## src/rtl/fpr_wb_arbiter_if.sv

```systemverilog
// rtl/fpr_wb_arbiter_if.sv - bus bundle for the FP register file writeback arbiter
interface fpr_wb_arbiter_if #(
  parameter int DATA_W = 32,
  parameter int ADDR_W = 5
);
  // Requester 0: FPU result
  logic              req0_valid;
  logic              req0_ready;
  logic [ADDR_W-1:0] req0_addr;
  logic [DATA_W-1:0] req0_data;
  // Requester 1: FP load data
  logic              req1_valid;
  logic              req1_ready;
  logic [ADDR_W-1:0] req1_addr;
  logic [DATA_W-1:0] req1_data;
  // Decode issue into the pending-write scoreboard
  logic              iss_valid;
  logic              iss_ready;
  logic [ADDR_W-1:0] iss_rd;
  // Source operand hazard lookup
  logic [ADDR_W-1:0] rs_addr;
  logic [ADDR_W-1:0] rt_addr;
  logic              rs_busy;
  logic              rt_busy;
  // Register file write port
  logic              wr_en;
  logic [ADDR_W-1:0] wr_addr;
  logic [DATA_W-1:0] wr_data;
  // Sticky protocol error
  logic              err;

  // Arbiter side
  modport slave (
    input  req0_valid, req0_addr, req0_data,
    output req0_ready,
    input  req1_valid, req1_addr, req1_data,
    output req1_ready,
    input  iss_valid, iss_rd,
    output iss_ready,
    input  rs_addr, rt_addr,
    output rs_busy, rt_busy,
    output wr_en, wr_addr, wr_data,
    output err
  );

  // Requester / decode / register file side
  modport master (
    output req0_valid, req0_addr, req0_data,
    input  req0_ready,
    output req1_valid, req1_addr, req1_data,
    input  req1_ready,
    output iss_valid, iss_rd,
    input  iss_ready,
    output rs_addr, rt_addr,
    input  rs_busy, rt_busy,
    input  wr_en, wr_addr, wr_data,
    input  err
  );
endinterface

```

## src/rtl/fpr_wb_arbiter.sv

```systemverilog
// rtl/fpr_wb_arbiter.sv - round-robin writeback arbiter with pending-write scoreboard
module fpr_wb_arbiter #(
  parameter int DATA_W = 32,
  parameter int ADDR_W = 5
) (
  input  logic             clk,
  input  logic             reset,
  fpr_wb_arbiter_if.slave  bus
);

  localparam int DEPTH = 2 ** ADDR_W;

  // Arbitration history: reset to 1 so requester 0 wins the first contest
  logic              r_last_grant;
  // One bit per FP register: a write to it has been issued but not yet written
  logic [DEPTH-1:0]  r_busy;
  logic              r_wr_en;
  logic [ADDR_W-1:0] r_wr_addr;
  logic [DATA_W-1:0] r_wr_data;
  logic              r_err;

  logic              w_grant0;
  logic              w_grant1;
  logic              w_xfer;
  logic [ADDR_W-1:0] w_xfer_addr;
  logic [DATA_W-1:0] w_xfer_data;
  logic              w_xfer_pending;
  logic              w_issue;
  logic [DEPTH-1:0]  w_set_mask;
  logic [DEPTH-1:0]  w_clr_mask;

  // Round-robin grant: a lone requester wins, on contention the one not granted last wins
  always_comb begin
    w_grant0 = 1'b0;
    w_grant1 = 1'b0;
    if (bus.req0_valid && bus.req1_valid) begin
      w_grant0 = r_last_grant;
      w_grant1 = !r_last_grant;
    end else begin
      w_grant0 = bus.req0_valid;
      w_grant1 = bus.req1_valid;
    end
  end

  // Select the winning write; grant implies valid, so a grant is a transfer
  always_comb begin
    w_xfer         = w_grant0 || w_grant1;
    w_xfer_addr    = w_grant1 ? bus.req1_addr : bus.req0_addr;
    w_xfer_data    = w_grant1 ? bus.req1_data : bus.req0_data;
    w_xfer_pending = r_busy[w_xfer_addr];
    w_issue        = bus.iss_valid && !r_busy[bus.iss_rd];
  end

  // Decode the scoreboard set (issue) and clear (transfer) one-hot masks
  always_comb begin
    w_set_mask = '0;
    w_clr_mask = '0;
    for (int i = 0; i < DEPTH; i++) begin
      w_set_mask[i] = w_issue && (bus.iss_rd == ADDR_W'(i));
      w_clr_mask[i] = w_xfer && (w_xfer_addr == ADDR_W'(i));
    end
  end

  // Register the granted write onto the file port; address and data hold when idle
  always_ff @(posedge clk or negedge reset) begin
    if (!reset) begin
      r_wr_en      <= 1'b0;
      r_wr_addr    <= '0;
      r_wr_data    <= '0;
      r_last_grant <= 1'b1;
    end else begin
      r_wr_en <= w_xfer;
      if (w_xfer) begin
        r_wr_addr    <= w_xfer_addr;
        r_wr_data    <= w_xfer_data;
        r_last_grant <= w_grant1;
      end
    end
  end

  // Scoreboard update: clear then set, so a same-index set takes priority
  always_ff @(posedge clk or negedge reset) begin
    if (!reset) begin
      r_busy <= '0;
    end else begin
      r_busy <= (r_busy & ~w_clr_mask) | w_set_mask;
    end
  end

  // Flag a write to a register with no outstanding issue; sticky until reset
  always_ff @(posedge clk or negedge reset) begin
    if (!reset) begin
      r_err <= 1'b0;
    end else if (w_xfer && !w_xfer_pending) begin
      r_err <= 1'b1;
    end
  end

  assign bus.req0_ready = w_grant0;
  assign bus.req1_ready = w_grant1;
  assign bus.iss_ready  = !r_busy[bus.iss_rd];

  // The write-port term covers the cycle where data is on the port but not yet readable
  assign bus.rs_busy = r_busy[bus.rs_addr] || (r_wr_en && (r_wr_addr == bus.rs_addr));
  assign bus.rt_busy = r_busy[bus.rt_addr] || (r_wr_en && (r_wr_addr == bus.rt_addr));

  assign bus.wr_en   = r_wr_en;
  assign bus.wr_addr = r_wr_addr;
  assign bus.wr_data = r_wr_data;
  assign bus.err     = r_err;

endmodule

```

## src/flat_wrapper.sv

```systemverilog
// flat-port wrapper written by rule: the top's interface ports become plain ports
module fpr_wb_arbiter_flat 
#(
  parameter int DATA_W = 32,
  parameter int ADDR_W = 5
)
  (clk, reset, bus_req0_valid, bus_req0_addr, bus_req0_data, bus_req0_ready, bus_req1_valid, bus_req1_addr, bus_req1_data, bus_req1_ready, bus_iss_valid, bus_iss_rd, bus_iss_ready, bus_rs_addr, bus_rt_addr, bus_rs_busy, bus_rt_busy, bus_wr_en, bus_wr_addr, bus_wr_data, bus_err);
  fpr_wb_arbiter_if #(.DATA_W(DATA_W), .ADDR_W(ADDR_W)) bus_i ();
  input  logic clk;
  input  logic reset;
  input wire logic [$bits(bus_i.req0_valid)-1:0] bus_req0_valid;
  input wire logic [$bits(bus_i.req0_addr)-1:0] bus_req0_addr;
  input wire logic [$bits(bus_i.req0_data)-1:0] bus_req0_data;
  output wire logic [$bits(bus_i.req0_ready)-1:0] bus_req0_ready;
  input wire logic [$bits(bus_i.req1_valid)-1:0] bus_req1_valid;
  input wire logic [$bits(bus_i.req1_addr)-1:0] bus_req1_addr;
  input wire logic [$bits(bus_i.req1_data)-1:0] bus_req1_data;
  output wire logic [$bits(bus_i.req1_ready)-1:0] bus_req1_ready;
  input wire logic [$bits(bus_i.iss_valid)-1:0] bus_iss_valid;
  input wire logic [$bits(bus_i.iss_rd)-1:0] bus_iss_rd;
  output wire logic [$bits(bus_i.iss_ready)-1:0] bus_iss_ready;
  input wire logic [$bits(bus_i.rs_addr)-1:0] bus_rs_addr;
  input wire logic [$bits(bus_i.rt_addr)-1:0] bus_rt_addr;
  output wire logic [$bits(bus_i.rs_busy)-1:0] bus_rs_busy;
  output wire logic [$bits(bus_i.rt_busy)-1:0] bus_rt_busy;
  output wire logic [$bits(bus_i.wr_en)-1:0] bus_wr_en;
  output wire logic [$bits(bus_i.wr_addr)-1:0] bus_wr_addr;
  output wire logic [$bits(bus_i.wr_data)-1:0] bus_wr_data;
  output wire logic [$bits(bus_i.err)-1:0] bus_err;
  assign bus_i.req0_valid = bus_req0_valid;
  assign bus_i.req0_addr = bus_req0_addr;
  assign bus_i.req0_data = bus_req0_data;
  assign bus_req0_ready = bus_i.req0_ready;
  assign bus_i.req1_valid = bus_req1_valid;
  assign bus_i.req1_addr = bus_req1_addr;
  assign bus_i.req1_data = bus_req1_data;
  assign bus_req1_ready = bus_i.req1_ready;
  assign bus_i.iss_valid = bus_iss_valid;
  assign bus_i.iss_rd = bus_iss_rd;
  assign bus_iss_ready = bus_i.iss_ready;
  assign bus_i.rs_addr = bus_rs_addr;
  assign bus_i.rt_addr = bus_rt_addr;
  assign bus_rs_busy = bus_i.rs_busy;
  assign bus_rt_busy = bus_i.rt_busy;
  assign bus_wr_en = bus_i.wr_en;
  assign bus_wr_addr = bus_i.wr_addr;
  assign bus_wr_data = bus_i.wr_data;
  assign bus_err = bus_i.err;
  fpr_wb_arbiter #(.DATA_W(DATA_W), .ADDR_W(ADDR_W)) u_core (.clk(clk), .reset(reset), .bus(bus_i));
endmodule
```

## config.mk

```make
export PLATFORM = sky130hd
export DESIGN_NAME = fpr_wb_arbiter_flat
export DESIGN_NICKNAME = d
export VERILOG_FILES = /design/src/rtl/fpr_wb_arbiter_if.sv /design/src/rtl/fpr_wb_arbiter.sv /design/src/flat_wrapper.sv
export SDC_FILE = /design/constraint.sdc
export NUM_CORES = 1
export LEC_CHECK = 0
export CORE_MARGIN = 2
export CORE_UTILIZATION = 52
export CTS_CLUSTER_DIAMETER = 150
export DETAILED_ROUTE_END_ITERATION = 8
export GPL_ROUTABILITY_DRIVEN = 0
export PLACE_DENSITY = 0.89
export SETUP_SLACK_MARGIN = 0.02
export SLEW_MARGIN = 20
export SYNTH_ARGS = -nofsm -noshare
export SYNTH_HDL_FRONTEND = slang
export SYNTH_SLANG_ARGS = --single-unit
```

## constraint.sdc

```tcl
create_clock -name clk -period 4.8 [get_ports clk]
set_input_delay 0.96 -clock clk [delete_from_list [all_inputs] [get_ports clk]]
set_output_delay 0.96 -clock clk [all_outputs]
set_load 0.005 [all_outputs]
```

==> results of run 1 <==
## how the worst max path moves through the flow
stage                     cells past startpoint      startpoint  slack [ns]           to
final                                         6  bus_rs_addr[0]        0.26  bus_rs_busy
after global routing                          6  bus_rs_addr[0]        0.12  bus_rs_busy
after CTS                                     6  bus_rs_addr[0]        0.24  bus_rs_busy
after detailed placement                      6  bus_rs_addr[0]        0.23  bus_rs_busy
after global placement                        6  bus_rs_addr[0]        0.37  bus_rs_busy
after floorplan                               5  bus_rs_addr[0]        1.21  bus_rs_busy
## routing by layer
metal	global-route usage	routed length [um]
met1	0.4060	5473
met2	0.5037	7137
met3	0.09950	1542
met4	0.1549	838
met5	0	0
## registers in the layout, indices dropped and copies added (netlist names)
| register | flops |
|---|---|
| u_core.bus.err | 1 |
| u_core.bus.wr_addr | 5 |
| u_core.bus.wr_data | 32 |
| u_core.bus.wr_en | 1 |
| u_core.r_busy | 32 |
| u_core.r_last_grant | 1 |
## stage by stage
| stage | util | power, mW | setup slack (ns) | hold WS [ns] | cell area, um^2 |
|---|---|---|---|---|---|
| global route | 0.7136 | 2.202 | 0.1199 | 0.5529 | 6162 |
| floorplan | - | 1.257 | 1.208 | 0.5112 | 4578 |
| finish | 0.7136 | 2.119 | 0.2617 | 0.5384 | 6162 |
| global placement | 0.6908 | 1.580 | 0.3743 | 0.5196 | 5966 |
| CTS | 0.7133 | 2.095 | 0.2354 | 0.5456 | 6160 |
| detailed placement | 0.6908 | 1.616 | 0.2341 | 0.5283 | 5966 |
## cell families (layout without fill, tap and decap cells)
| kind of cell | after synthesis | in the layout | synth area share |
|---|---|---|---|
| simple gates | 161 | 161 | 0.1574 |
| xor+xnor | 10 | 10 | 0.01913 |
| compound gates | 109 | 109 | 0.1678 |
| mux | 58 | 58 | 0.2279 |
| flops | 72 | 72 | 0.3938 |
| buf+inv | 34 | 161 | 0.03388 |
## final cells by class
type,count,area (um^2),share of cell area
clock inverters,7,70.07,0.01137
multi-input cells,338,2620,0.4252
flip-flops and latches,72,1803,0.2926
repair buffers,140,1391,0.2258
inverters,5,18.77,0.003046
well taps,108,135.1,0.02193
clock buffers,9,123.9,0.02010
## worst register-to-register path, delay by kind of cell, from the launching register on
family | cells | cell delay (ns)
compound gates | 4 | 1.02
mux | 2 | 0.99
flops | 1 | 0.57
buf+inv | 1 | 0.27
## synth_stat cells (8+ instances only)
| cell | instances | share of area |
|---|---|---|
| nand2_1 | 34 | 0.028 |
| a22o_1 | 16 | 0.031 |
| o21ai_2 | 8 | 0.015 |
| mux4_2 | 31 | 0.15 |
| dfrtp_1 | 71 | 0.39 |
| o22ai_1 | 35 | 0.048 |
| xor2_1 | 8 | 0.015 |
| o21ai_0 | 25 | 0.027 |
| nor2_1 | 84 | 0.069 |
| clkbuf_1 | 20 | 0.016 |
| mux2i_1 | 15 | 0.033 |
## where the power goes
part / internal [mW] / switching (mW)
Clock: 0.240 / 0.241
Combinational: 0.427 / 0.278
Sequential: 0.723 / 0.210
==> flow_metrics.tcl, run 1 <==
set metrics [dict create \
    fill_cells 629 \
    ys_async_sr_fraction 1.000 \
    track_usage 0.3206 \
    rows 34 \
    io_pins 138 \
    cp_top_family "buffers and inverters" \
    synthesis.instances 444 \
    seq_area_frac_synth 0.3938 \
    cts_sinks 72 \
    path_cells "clkdlybuf4s50_1 -> mux4_2 -> mux4_2 -> mux2i_1 -> nand2_1 -> clkdlybuf4s50_1" \
    layout_commonest_cell "clkdlybuf4s50_1" \
    antenna_found_initial 0 \
    dpl.cell_count 663 \
    required_ns 3.84 \
    synth_seq_cells 72 \
    synth_edf_count 0 \
    port_buffers 137 \
    min_path_cells 2 \
    slew_headroom 0.3788 \
    period_needed_ns 4.538 \
    reg2regPathDepth 7 \
    synthesis.nets 538 \
    leakage_nw 2.443 \
    cpMaxStageDelayCell "clkdlybuf4s50_1" \
    core_region_area_um2 8636 \
    whs_endpoint "u_core.bus.wr_data[27]" \
    first_global_vias 4450 \
    tns_ns 0 \
    cts-buffers-inserted 9 \
    peakVddDrop_mv 0.2011 \
    clk_latency_ns 0.35 \
    ctsResizeCount 0 \
    fin_crit_sh 0.9455 \
    cts_tree "yes" \
    final_cells 679 \
    crit_arrival_ns 3.58 \
    drive_above_1_share 0.1366 \
    syn_area_um2 4578 \
    holdBufCountCts 0 \
    rsz0062_at_grt "no" \
    cpPeakStageDelay_ns 0.85 \
    diodes 0 \
    reg2reg_to "u_core.bus.err" \
    clkTransAtPathRegs_ns 0.07 \
    place_hpwl_um 10960 \
    vias 4465 \
    crit_type "input port to output port" \
    drtIter0Drc 497 \
    fp.dieW_um 97.83 \
    ant_nets 0 \
    post_cts_buffers 0 \
    finalMaxSlewViolations 0 \
    worst_pin_slew_ns 0.9239 \
    hold_path_startpoint "u_core.bus.wr_data[27]" \
    drc_errors 0 \
    clock_path_buffers 2 \
    area_growth_pct 34.60 \
    p_per_area_nw_per_um2 343.9 \
    hp-class "register to register" \
    max_freq_ghz 0.2203 \
    htree_levels 3 \
    die_area_um2 9571 \
    yosysWarningCount 0 \
    reg2reg_from "u_core.r_last_grant" \
    wire_per_inst_um 22.08 \
    hold_viol_final 0 \
    startpoint_type "input port" \
    start_util 0.5301 \
    mostFrequentLayoutCells "clkdlybuf4s50_1, nor2_1, dfrtp_1" \
    grt-ovfl-total 0 \
    end_kind "output port" \
    cp_max_fo 9 \
    synth_cell_types 52 \
    ys.flop_type "dfrtp_1" \
    syn_avg_cell_area_um2 10.31 \
    crit_buf_inv 2 \
    cts-root-buf "clkbuf_8" \
    dr.pass1.iters 5 \
    drt_wl_total_um 14990 \
    status "complete, no violations" \
    viasPerCell 6.576 \
    rrSetupSlack_ns 1.87 \
    grt_max_degree 47 \
    setup_viol_count_final 0 \
    maxCapViolations 0 \
    nets 660 \
    grt_pass1_wl_um 23830 \
    die_y_um 97.83 \
    fin_skew_ns 0.009154 \
]
Note: power is estimated with default switching activity, not from simulation.
==> run 2: changes to the inputs <==
CORE_UTILIZATION = 30   (was 52)
PLACE_DENSITY = 0.57   (was 0.89)
==> run 2 against run 1 <==
Compared with the run above: critical path type unchanged; clock skew decreased by 0.0035 ns; final cell count grew 12%; non-clock buffer count increased by 3; worst setup slack improved by 0.061 ns; routed wire length increased by 6.2%.
==> flow_metrics.tcl, run 2 (synthesis results as in run 1) <==
set metrics [dict create \
    fp.dieW_um 127.5 \
    status "complete, no violations" \
    hp-class "register to register" \
    first_global_vias 4334 \
    dr.pass1.iters 5 \
    maxCapViolations 0 \
    grt_pass1_wl_um 24920 \
    cts_tree "yes" \
    setup_viol_count_final 0 \
    start_util 0.3045 \
    reg2regPathDepth 7 \
    startpoint_type "input port" \
    whs_endpoint "u_core.bus.wr_data[2]" \
    die_y_um 127.5 \
    io_pins 138 \
    ant_nets 0 \
    holdBufCountCts 0 \
    finalMaxSlewViolations 0 \
    htree_levels 3 \
    power_mw 2.266 \
    period_needed_ns 4.478 \
    nets 663 \
    leakage_nw 2.486 \
    vias 4193 \
    min_path_cells 2 \
    cts-buffers-inserted 9 \
    switching_power_mw 0.7610 \
    drt_wl_total_um 15920 \
    crit_arrival_ns 3.52 \
    p_per_area_nw_per_um2 356.0 \
    drtIter0Drc 377 \
    worst_pin_slew_ns 0.9192 \
    peakVddDrop_mv 0.1721 \
    fin_area_um2 6364 \
    hold_viol_final 0 \
    rrSetupSlack_ns 1.95 \
    rows 45 \
    max_freq_ghz 0.2233 \
    ctsResizeCount 0 \
    fin_crit_sh 0.9328 \
    reg2reg_from "u_core.r_last_grant" \
    clock_path_buffers 2 \
    end_kind "output port" \
    tns_ns 0 \
    cts_sinks 72 \
    reg2reg_to "u_core.bus.err" \
    final_util 0.4233 \
    clkPwrFrac 0.279 \
    cts-root-buf "clkbuf_16" \
    track_usage 0.1999 \
    area_growth_pct 39.00 \
    crit_type "input port to output port" \
    layout_commonest_cell "clkdlybuf4s50_1" \
    wire_per_inst_um 20.89 \
    post_cts_buffers 0 \
    port_buffers 137 \
    clk_latency_ns 0.34 \
    place_hpwl_um 11640 \
    hold_path_startpoint "u_core.bus.wr_data[2]" \
    viasPerCell 5.503 \
    grt_max_degree 42 \
    drc_errors 0 \
    seq_power_share 0.414 \
    die_area_um2 16270 \
    slew_headroom 0.3872 \
    cp_max_fo 12 \
    antenna_found_initial 0 \
    grt-ovfl-total 0 \
    placed_area_um2 6088 \
    rsz0062_at_grt "no" \
    required_ns 3.84 \
    fin_skew_ns 0.005658 \
    p_comb_frac 0.307 \
    mostFrequentLayoutCells "clkdlybuf4s50_1, nor2_1, dfrtp_1" \
    power.share.switching 0.3359 \
    drive_above_1_share 0.1394 \
    internal_power_mw 1.505 \
    clkTransAtPathRegs_ns 0.06 \
    diodes 0 \
    core_region_area_um2 15030 \
]
[run 2: changes by cell type in the layout (fill, tap and decap cells not counted)]
cell        previous run  this run
clkinv_4               1         3
clkbuf_8               9         0
clkinv_2               3         1
bufinv_16              1         0
buf_4                  4         6
inv_6                  1         0
clkbuf_16              0         9
clkbuf_1               0         1
buf_2                  0         1
clkinvlp_4             1         2
[run 2: final cells by class]
cell class	instances	area (um^2)
fillers	1428	8670
multi-input cells	338	2620
well taps	188	235.2
clock buffers	10	229.0
clock inverters	6	46.29
flip-flops and latches	72	1803
inverters	5	18.77
repair buffers	143	1411
[run 2: worst max path at each step]
stage / from / to / slack, ns / cells after the start
detailed placement: bus_iss_rd[0] / bus_iss_ready / 0.29 / 7
global route: bus_rs_addr[0] / bus_rs_busy / 0.16 / 6
finish: bus_iss_rd[0] / bus_iss_ready / 0.32 / 7
global placement: bus_rs_addr[0] / bus_rs_busy / 0.37 / 6
floorplan: bus_rs_addr[0] / bus_rs_busy / 1.21 / 5
CTS: bus_iss_rd[0] / bus_iss_ready / 0.29 / 7
[run 2: worst max-delay path: stages]
cell             delay [ns]
clkdlybuf4s50_1        0.84
mux4_1                 0.64
mux2_2                 0.29
o22ai_2                0.11
a221oi_2               0.09
inv_1                  0.09
clkdlybuf4s50_1        0.50
[run 2: routing by layer]
layer / vias to the layer above / global-route usage / share of wire
met4: 0 / 0.07369 / 0.024
met1: 2089 / 0.2636 / 0.43
met3: 31 / 0.03601 / 0.064
met2: 159 / 0.3297 / 0.48
met5: - / 0 / 0
li1: 1914 / - / -
[run 2: power by group through the flow]
stage          clock [mW]  combinational, mW  sequential (mW)
6_report            0.633              0.696            0.937
5_1_grt             0.672              0.757            0.945
4_1_cts             0.650              0.699            0.926
3_5_place_dp            0              0.696            0.936
3_3_place_gp            0              0.684            0.938
2_1_floorplan           0              0.428            0.829
[run 2: through the flow]
| stage | hold WS (ns) | setup WS (ns) | instances |
|---|---|---|---|
| 2_1_floorplan | 0.5112 | 1.208 | 444 |
| 4_1_cts | 0.5456 | 0.2933 | 762 |
| 5_1_grt | 0.5617 | 0.1610 | 762 |
| 6_report | 0.5421 | 0.3224 | 762 |
| 3_5_place_dp | 0.5311 | 0.2949 | 746 |
| 3_3_place_gp | 0.5233 | 0.3717 | 746 |
==> run 3: changes to the inputs <==
--- a/config.mk
+++ b/config.mk
@@ -11,4 +11,5 @@
 export DETAILED_ROUTE_END_ITERATION = 8
+export DONT_BUFFER_PORTS = 1
 export GPL_ROUTABILITY_DRIVEN = 0
-export PLACE_DENSITY = 0.57
+export PLACE_DENSITY = 0.46
 export SETUP_SLACK_MARGIN = 0.02
==> constraint.sdc (replaced) <==
create_clock -name clk -period 4.8 [get_ports clk]
set_input_delay 1.44 -clock clk [delete_from_list [all_inputs] [get_ports clk]]
set_output_delay 1.44 -clock clk [all_outputs]
set_load 0.005 [all_outputs]
==> run 3 against run 2 <==
Compared with the run above: total power is 8.8% lower; clock-buffer cell count down 1; routed wire length down 9.4%; largest cell class unchanged; utilization is 9.2 points lower; die area stayed put; critical path depth down 3; sequential power up 2%; global-route usage is 1.5 points lower; register-to-register slack improved by 0.02 ns; flip-flop and latch count stayed put; combinational power down 32%; clock skew about the same.
==> flow_metrics.tcl, run 3 (synthesis results as in run 1) <==
set metrics [dict create \
    grt_pass1_wl_um 22500 \
    viasPerCell 5.941 \
    core_region_area_um2 15030 \
    required_ns 3.36 \
    rows 45 \
    crit_type "input port to output port" \
    grt-ovfl-total 0 \
    htree_levels 3 \
    holdBufCountCts 0 \
    startpoint_type "input port" \
    slew_headroom 0.4089 \
    setup_viol_count_final 0 \
    crit_arrival_ns 2.63 \
    p_per_area_nw_per_um2 414.6 \
    cts_sinks 72 \
    port_buffers 0 \
    drc_errors 0 \
    mostFrequentLayoutCells "nor2_1, dfrtp_1, o22ai_1" \
    tns_ns 0 \
    dpl.cell_count 606 \
    fin_skew_ns 0.005735 \
    place_hpwl_um 10570 \
    layout_commonest_cell "nor2_1" \
    grtUsageMet1 0.2177 \
    dr.pass1.iters 5 \
    peakVddDrop_mv 0.1742 \
    clk_latency_ns 0.35 \
    dp_slack_ns 0.7197 \
    post_cts_buffers 0 \
    cp_max_fo 9 \
    drive_above_1_share 0.1774 \
    end_kind "output port" \
    leakage_nw 1.933 \
    first_global_vias 3952 \
    met2_usage 0.2988 \
    track_usage 0.1853 \
    placed_area_um2 4700 \
    finalMaxSlewViolations 0 \
    ant_nets 0 \
    ctsResizeCount 0 \
    worst_pin_slew_ns 0.8791 \
    diodes 0 \
    antenna_found_initial 0 \
    die_y_um 127.5 \
    start_util 0.3045 \
    period_needed_ns 4.067 \
    cts-buffers-inserted 9 \
    drtIter0Drc 315 \
    fin_area_um2 4981 \
    nets 523 \
    clkTransAtPathRegs_ns 0.06 \
    grt_util_met3 0.06072 \
    io_pins 138 \
    hold_viol_final 0 \
    wire_per_inst_um 23.18 \
    fin_crit_sh 0.8472 \
    max_freq_ghz 0.2459 \
    grt_max_degree 73 \
    rsz0062_at_grt "no" \
    area_growth_pct 8.800 \
    final_cells 622 \
    maxCapViolations 0 \
    clock_path_buffers 2 \
    final.setup.worst_slack_ns 0.7334 \
    fp.dieW_um 127.5 \
    gr-max-usage-layer "met2" \
    vias 3695 \
    cts-root-buf "clkbuf_16" \
    hp-class "register to register" \
    fill_cells 1496 \
    status "complete, no violations" \
    cts_tree "yes" \
    die_area_um2 16270 \
    drt_wl_total_um 14420 \
]
==> run 3: cell count changes in the layout (fill, tap and decap cells not counted) <==
cell             delta
clkdlybuf4s50_1   -136
inv_6               +1
clkinvlp_4          +1
buf_4               -3
clkbuf_1            -1
inv_8               +1
buf_2               -1
clkinv_4            -2
==> run 3: metal layers <==
metal,share of wire,up-vias
met5,0,-
met4,0.041,0
met3,0.094,44
met2,0.47,168
met1,0.39,1840
li1,-,1643
==> run 3: layout make-up <==
| type | instances | area [um^2] | area share |
|---|---|---|---|
| multi-input combinational | 338 | 2620 | 0.5260 |
| sequential | 72 | 1803 | 0.3620 |
| tap | 188 | 235.2 | 0.04722 |
| clock buffer | 9 | 225.2 | 0.04521 |
| clock inverter | 7 | 56.30 | 0.01130 |
| timing repair buffer | 3 | 22.52 | 0.004521 |
| inverter | 5 | 18.77 | 0.003768 |
==> run 3: final timing paths <==
check | start | end | slack [ns] | depth (start not counted)
max | bus_rt_addr[0] | bus_rt_busy | 0.73 | 4
min in group asynchronous | reset | u_core.bus.wr_data[19] | 0.78 | 0
min | u_core.r_last_grant | u_core.r_last_grant | 0.55 | 1
min reg2reg | u_core.r_last_grant | u_core.r_last_grant | 0.55 | 1
max reg2reg | u_core.r_last_grant | u_core.bus.err | 1.97 | 7
max in group asynchronous | reset | u_core.r_last_grant | 3.82 | 0
==> run 3: power breakdown <==
part	internal, mW	leakage [nW]	switching [mW]
Combinational	0.282	0.946	0.193
Sequential	0.725	0.857	0.232
Clock	0.355	0.130	0.279
Total	1.36	1.93	0.704
==> run 3: metrics by stage <==
step	utilization	power [mW]	hold slack, ns
after floorplan	-	1.257	0.5112
final	0.3313	2.065	0.5500
after global placement	0.3126	1.432	0.5353
after CTS	0.3313	2.076	0.5494
after global routing	0.3313	2.173	0.5689
after detailed placement	0.3126	1.433	0.5380
==> run 3: worst max-delay path, stage by stage <==
cell	delay (ns)
mux4_2	0.46
mux4_2	0.48
mux2i_1	0.15
nand2_1	0.09
